File: src/rtl/param_updown_mod_counter_if.sv
// Bus bundle for param_updown_mod_counter.
//   S, L, D, CE, UP : control and load data from the user to the counter
//   Q, TC, WRAP     : count value and status from the counter to the user
// No valid/ready handshake is involved. Every control input is sampled
// at each rising clock edge, and the counter has no back-pressure.
interface param_updown_mod_counter_if #(
  parameter int WIDTH = 4
);
  logic             S;
  logic             L;
  logic [WIDTH-1:0] D;
  logic             CE;
  logic             UP;
  logic [WIDTH-1:0] Q;
  logic             TC;
  logic             WRAP;

  modport master (
    output S, L, D, CE, UP,
    input  Q, TC, WRAP
  );

  modport slave (
    input  S, L, D, CE, UP,
    output Q, TC, WRAP
  );
endinterface

File: src/rtl/param_updown_mod_counter.sv
// Modulo-MODULUS up/down counter. It counts over the range 0..MODULUS-1 and
// provides a synchronous set, a clamped parallel load, and a wrap or
// saturate mode.
// Ports:
//   C        rising-edge clock
//   RN       asynchronous active-low reset (Q = 0, WRAP = 0)
//   bus.S    synchronous set to SET_VALUE (highest priority)
//   bus.L    synchronous load of bus.D, clamped to MODULUS-1
//   bus.CE   count enable
//   bus.UP   direction (1 = up, 0 = down)
//   bus.Q    registered count
//   bus.TC   combinational terminal count, intended for the next stage's CE
//   bus.WRAP registered one-cycle pulse after each wrap
module param_updown_mod_counter #(
  parameter int              WIDTH     = 4,
  parameter longint unsigned MODULUS   = 16,
  parameter longint unsigned SET_VALUE = MODULUS - 1,
  parameter bit              SATURATE  = 1'b0
) (
  input logic                       C,
  input logic                       RN,
  param_updown_mod_counter_if.slave bus
);

  // Illegal parameter sets abort elaboration. The upper bound uses 64-bit
  // arithmetic so that WIDTH = 32 with MODULUS = 2^32 is accepted.
  generate
    if (WIDTH < 1 || WIDTH > 32 || MODULUS < 2 ||
        MODULUS > (64'd1 << WIDTH) || SET_VALUE >= MODULUS) begin : g_bad_params
      $fatal(1, "param_updown_mod_counter: illegal WIDTH/MODULUS/SET_VALUE");
    end
  endgenerate

  localparam logic [WIDTH-1:0] MAX_VAL = WIDTH'(MODULUS - 1);
  localparam logic [WIDTH-1:0] SET_VAL = WIDTH'(SET_VALUE);

  logic [WIDTH-1:0] q_q, q_d;
  logic             wrap_q, wrap_d;
  logic             at_max, at_zero;

  assign at_max  = (q_q == MAX_VAL);
  assign at_zero = (q_q == '0);

  always_comb begin
    q_d    = q_q;
    wrap_d = 1'b0;
    if (bus.S) begin
      q_d = SET_VAL;
    end else if (bus.L) begin
      // Out-of-range load data is clamped. When MODULUS = 2^WIDTH, every
      // D passes this test.
      q_d = (64'(bus.D) < MODULUS) ? bus.D : MAX_VAL;
    end else if (bus.CE) begin
      if (bus.UP) begin
        if (!at_max) begin
          q_d = q_q + WIDTH'(1);
        end else if (!SATURATE) begin
          q_d    = '0;
          wrap_d = 1'b1;
        end
      end else begin
        if (!at_zero) begin
          q_d = q_q - WIDTH'(1);
        end else if (!SATURATE) begin
          q_d    = MAX_VAL;
          wrap_d = 1'b1;
        end
      end
    end
  end

  always_ff @(posedge C or negedge RN) begin
    if (!RN) begin
      q_q    <= '0;
      wrap_q <= 1'b0;
    end else begin
      q_q    <= q_d;
      wrap_q <= wrap_d;
    end
  end

  assign bus.Q    = q_q;
  assign bus.WRAP = wrap_q;
  // TC is unregistered so that a cascaded stage sees it in the same cycle.
  assign bus.TC   = bus.CE & ((bus.UP & at_max) | (~bus.UP & at_zero));

endmodule
File: src/flat_wrapper.sv
// flat-port wrapper written by rule: the top's interface ports become plain ports
module param_updown_mod_counter_flat 
#(
  parameter int              WIDTH     = 4,
  parameter longint unsigned MODULUS   = 16,
  parameter longint unsigned SET_VALUE = MODULUS - 1,
  parameter bit              SATURATE  = 1'b0
)
  (C, RN, bus_S, bus_L, bus_D, bus_CE, bus_UP, bus_Q, bus_TC, bus_WRAP);
  param_updown_mod_counter_if #(.WIDTH(WIDTH)) bus_i ();
  input logic C;
  input logic RN;
  input wire logic [$bits(bus_i.S)-1:0] bus_S;
  input wire logic [$bits(bus_i.L)-1:0] bus_L;
  input wire logic [$bits(bus_i.D)-1:0] bus_D;
  input wire logic [$bits(bus_i.CE)-1:0] bus_CE;
  input wire logic [$bits(bus_i.UP)-1:0] bus_UP;
  output wire logic [$bits(bus_i.Q)-1:0] bus_Q;
  output wire logic [$bits(bus_i.TC)-1:0] bus_TC;
  output wire logic [$bits(bus_i.WRAP)-1:0] bus_WRAP;
  assign bus_i.S = bus_S;
  assign bus_i.L = bus_L;
  assign bus_i.D = bus_D;
  assign bus_i.CE = bus_CE;
  assign bus_i.UP = bus_UP;
  assign bus_Q = bus_i.Q;
  assign bus_TC = bus_i.TC;
  assign bus_WRAP = bus_i.WRAP;
  param_updown_mod_counter #(.WIDTH(WIDTH), .MODULUS(MODULUS), .SET_VALUE(SET_VALUE), .SATURATE(SATURATE)) u_core (.C(C), .RN(RN), .bus(bus_i));
endmodule
File: config.mk
export PLATFORM = sky130hd
export DESIGN_NAME = param_updown_mod_counter_flat
export DESIGN_NICKNAME = d
export VERILOG_FILES = /design/src/rtl/param_updown_mod_counter_if.sv /design/src/rtl/param_updown_mod_counter.sv /design/src/flat_wrapper.sv
export SDC_FILE = /design/constraint.sdc
export NUM_CORES = 1
export LEC_CHECK = 0
export CORE_AREA = 2 2 39 41
export CTS_BUF_LIST = sky130_fd_sc_hd__clkbuf_8
export CTS_CLUSTER_SIZE = 24
export DETAILED_ROUTE_END_ITERATION = 8
export DIE_AREA = 0 0 41 43
export PLACE_DENSITY = 0.55
export SKIP_LAST_GASP = 1
export SYNTH_ARGS = -nofsm -noshare
export SYNTH_HDL_FRONTEND = slang
export SYNTH_SLANG_ARGS = --single-unit
File: constraint.sdc
create_clock -name C -period 2.8 [get_ports C]
set_input_delay 0.56 -clock C [delete_from_list [all_inputs] [get_ports C]]
set_output_delay 0.56 -clock C [all_outputs]
set_load 0.005 [all_outputs]
== After elaboration in Yosys (flattened, before gate mapping) ==
Index checks and enable logic that the tools add are counted.
Word-level totals
  register bits after elaboration: 5
  latch bits: 0
  memory bits (writable): 0
  memory bits (read-only): 0
  memories kept: 0
Cells by class
  add/sub/neg operators: 2
  multiply operators: 0
  divide/modulo/power cells: 0
  $lt $le $gt $ge: 0
  equality and inequality tests: 1
  shift operators: 0
  mux-type cells: 12
  bitwise operators: 5
  reduce and logical (&&, ||, !) cells: 2
Operators by type and width (number)
  4-bit two-way mux: 6
  1-bit two-way mux: 6
  4-bit by 1-bit adder with 4-bit output (second input constant): 1
  4-bit equality test (second input constant): 1
  4-bit zero test: 1
  4-bit by 1-bit subtractor with 4-bit output (second input constant): 1
  1-bit AND: 3
  3-bit nonzero test: 1
  1-bit inverter: 1
  1-bit OR: 1

== Depth between registers and ports, before layout ==
  word-level depth: 6
  gate-level depth with buffers: 6

== Least setup slack after synthesis ==
No wires, ideal clock.
  kind: reg2out
  start point: reg u_core.q_q[0] (netlist: u_core.bus.Q[0])
  end point: out bus_TC
  arrival: 1303 ps
  required time: 2240 ps
  setup slack: 937 ps
  stages on the path, launching flop included: 6
  buffers on the path: 0
  cells stage by stage: dfrtp_1 inv_1 ha_1 or3b_1 o21ai_1 and2_2
On the way
  word-level cells in the longest chain between the ends: 4
  elaborated cells between the ends (all ways): 6
  classes of those cells: eq/ne (1); bitwise (4); reduce/logical (1)
Ends and longest elaborated chain
  start, declared: line param_updown_mod_counter.sv:37  | logic [WIDTH-1:0] q_q, q_d;
  start signal, assigned: line param_updown_mod_counter.sv:77  | q_q <= q_d;
  4-bit equality test / 4-bit zero test (equally long branches): line param_updown_mod_counter.sv:41, param_updown_mod_counter.sv:42
  1-bit AND: line param_updown_mod_counter.sv:85  | assign bus.TC = bus.CE & ((bus.UP & at_max) | (~bus.UP & at_zero));
  1-bit OR *: line param_updown_mod_counter.sv:85
  1-bit AND *: line param_updown_mod_counter.sv:85
  end, declared: line flat_wrapper.sv:19  | output wire logic [$bits(bus_i.TC)-1:0] bus_TC;
Every way passes the cells marked *; elsewhere a longest branch is shown, timed or not.

== Worst setup path in the final report ==
  start point: in bus_UP
  end point: out bus_TC
On the way
  word-level cells in the longest chain between the ends: 4
  elaborated cells between the ends (all ways): 5
  classes of those cells: bitwise (5)
Ends and longest elaborated chain
  start, declared: line flat_wrapper.sv:17  | input wire logic [$bits(bus_i.UP)-1:0] bus_UP;
  1-bit inverter: line param_updown_mod_counter.sv:85
  1-bit AND: line param_updown_mod_counter.sv:85
  1-bit OR *: line param_updown_mod_counter.sv:85
  1-bit AND *: line param_updown_mod_counter.sv:85
Marks and branches as above.

==> run summary <==
status: finished, final reports clean
Sum Neg Setup Slack: 0 ps
Port Buffers: 15
Fillers: 150
WP buf/inv: 2
worst slack, placed: 126 ps
Post-route DRC: 0
core area: 0.00138 sq mm
DRT Pass-1 Iters: 4
CTS clock-pin slew for the worst setup and hold paths: 40 ps
vias in the first global route: 369
CTS tree: built
Post-synth ARST share: 100%
Most Frequent Cell on Critical Path: clkdlybuf4s50_1
delay-heaviest family, CP: buffers and inverters
setup bufs post-CTS: 0
power density of the placed cells: 466 mW/mm^2
worst min-delay path class: input pin to async pin
post-route clock skew: 2.52 ps
CTS max path bufs: 2
Synth cell types: 25
n_diodes: 0
Detailed Route Iter0 Violations: 14
period utilization: 95.1%
Syn-to-layout area delta: 62.5%
Worst path max stage delay: 490 ps
Root Driver: clkbuf_8
GR Overflow Total: 0
CTS Buf Count: 3
CP Launch Type: input pin
initial antenna violation count: 0
synth warn: 0
Vias/cell: 4.78
register area share after synthesis: 32.6%
final net count: 80
largest net degree at the start of global routing: 10
prevailing post-synth register cell: dfrtp_1
CTS H-tree depth: 1
actual slew at the worst max-slew pin: 280 ps
synthesized net count: 57
GPL Wtd Cong: 0.824
crit path capture type: primary output
final worst setup slack: 136 ps
CP max-delay cell: clkdlybuf4s50_1
Die ar.: 0.00176 sq mm
Post-synth EDFFs: 0
routed len/inst: 11.7 um
layout cell share with drive strength beyond 1: 14.9%
area of the multi-input gates: 235 sq um
Register Area: 125 sq um
boundary pin count: 16
synthesized flop and latch total: 5
Rows: 14
die width: 41 um
Detail Route Antenna Nets: 0
Post-DP HPWL: 751 um
critical path peak fanout: 2
fmax: 375 MHz
Setup-failing EPs final: 0
max-cap viol count: 0
Die Span Y: 43 um
Final Hold Fails: 0
number of hold buffers added after cts: 0
Syn Inst Count: 45
CP Class: input pin to primary output
cell chain of the critical path: clkdlybuf4s50_1, or3b_1, o21ai_1, and2_2, clkdlybuf4s50_1
initial core utilization: 27.8%
Syn Std Cell Area: 384 sq um
Clk Latency, worst-skew pair: 220 ps
Via Count: 397
minimum clock period: 2660 ps
first-pass GRT wire length: 1500 um
Post-Syn Area per Cell: 8.54 sq um
CP required: 2240 ps
total track usage: 12.7%
WL final: 973 um
leakage power: 0.000278 uW
headroom to the max-slew limit: 81.1%
Tot Pwr: 291 uW
final slew viol count: 0
Resized cells post-CTS: 0
clock sink count: 5
Peak supply drop: 0.000240 V
worst endpoint data arrival time: 2100 ps
RSZ-0062 raised after global routing: false
[final timing paths]
check / endpoint / depth (start not counted) / from / slack [ps]
max: bus_TC / 5 / bus_UP / 140
min: u_core.bus.Q[0]$_DFFE_PN0P_ / 1 / RN / 560
max reg2reg: u_core.bus.WRAP$_DFF_PN0_ / 6 / u_core.bus.Q[0]$_DFFE_PN0P_ / 1290
min reg2reg: u_core.bus.Q[1]$_DFFE_PN0P_ / 3 / u_core.bus.Q[1]$_DFFE_PN0P_ / 740
max in group asynchronous: u_core.bus.Q[1]$_DFFE_PN0P_ / 1 / RN / 2050
min in group C: u_core.bus.Q[1]$_DFFE_PN0P_ / 3 / u_core.bus.Q[1]$_DFFE_PN0P_ / 740
[sequential cells by signal, summed over array words and instances (netlist names)]
signal and flops:
u_core.bus.Q 4, u_core.bus.WRAP 1
[cell usage after synthesis, types with 2 or more instances]
cell type / number / share of area [%]
dfrtp_1: 5 / 33
inv_1: 5 / 4.9
a21oi_1: 4 / 5.2
nand2_1: 4 / 3.9
o21ai_0: 4 / 5.2
ha_1: 2 / 6.5
o211ai_1: 2 / 3.9
xnor2_1: 2 / 4.6
[through the flow]
stage          std cells  instance area [sq um]  util, %  hold WS [ps]
6_report              83                    624     45.1           562
5_1_grt               83                    624     45.1           577
4_1_cts               83                    624     45.1           567
3_5_place_dp          79                    579     41.9           746
3_3_place_gp          79                    579     41.9           744
2_1_floorplan         45                    384        -           264
[power by group]
part | total, uW | internal [uW] | switching, uW
logic | 78.9 | 45.7 | 33.2
clock network | 128 | 93.9 | 34.3
registers | 84.1 | 77.9 | 6.21
[cell families (layout without fill, tap and decap cells)]
| group | Yosys count | in the layout | share of synthesized area (%) |
|---|---|---|---|
| XOR/XNOR | 2 | 2 | 4.56 |
| adder cells (fa/ha/maj) | 2 | 2 | 6.51 |
| buffers and inverters | 6 | 28 | 6.19 |
| AO/OA/AOI/OAI | 16 | 16 | 26.4 |
| flip-flops | 5 | 5 | 32.6 |
| multiplexers | 2 | 2 | 5.54 |
| AND/OR/NAND/NOR | 12 | 12 | 18.2 |
[worst register-to-register path, delay by kind of cell, from the launching register on]
family,cells,cell delay [ps]
DFF,1,370
AOI/OAI and AO/OA,1,120
adders and majority gates,1,180
buffers and inverters,1,90
and+or+nand+nor,3,680
[placed cells by master (no fill, tap or decap), types with 2 or more instances in the layout]
cell type        count
a21oi_1              4
buf_4                4
clkbuf_8             3
clkdlybuf4s50_1     15
dfrtp_1              5
ha_1                 2
inv_1                6
nand2_1              4
o211ai_1             2
o21ai_0              4
xnor2_1              2
[layout make-up]
type / instances / area share (%)
Inverter: 5 / 3.01
Sequential cell: 5 / 20.0
Timing Repair Buffer: 19 / 28.9
Clock buffer: 3 / 6.61
Clock inverter: 1 / 0.601
Tap cell: 16 / 3.21
Multi-Input combinational cell: 34 / 37.7
[routing by layer]
layer / GRT usage (%) / vias up / share of wire (%)
li1: - / 209 / -
met4: 2.67 / 0 / 0
met5: 0 / - / 0
met1: 16.0 / 173 / 49
met3: 6.28 / 0 / 8.1
met2: 19.1 / 15 / 43
No activity file was read; power rests on OpenSTA's default activity.
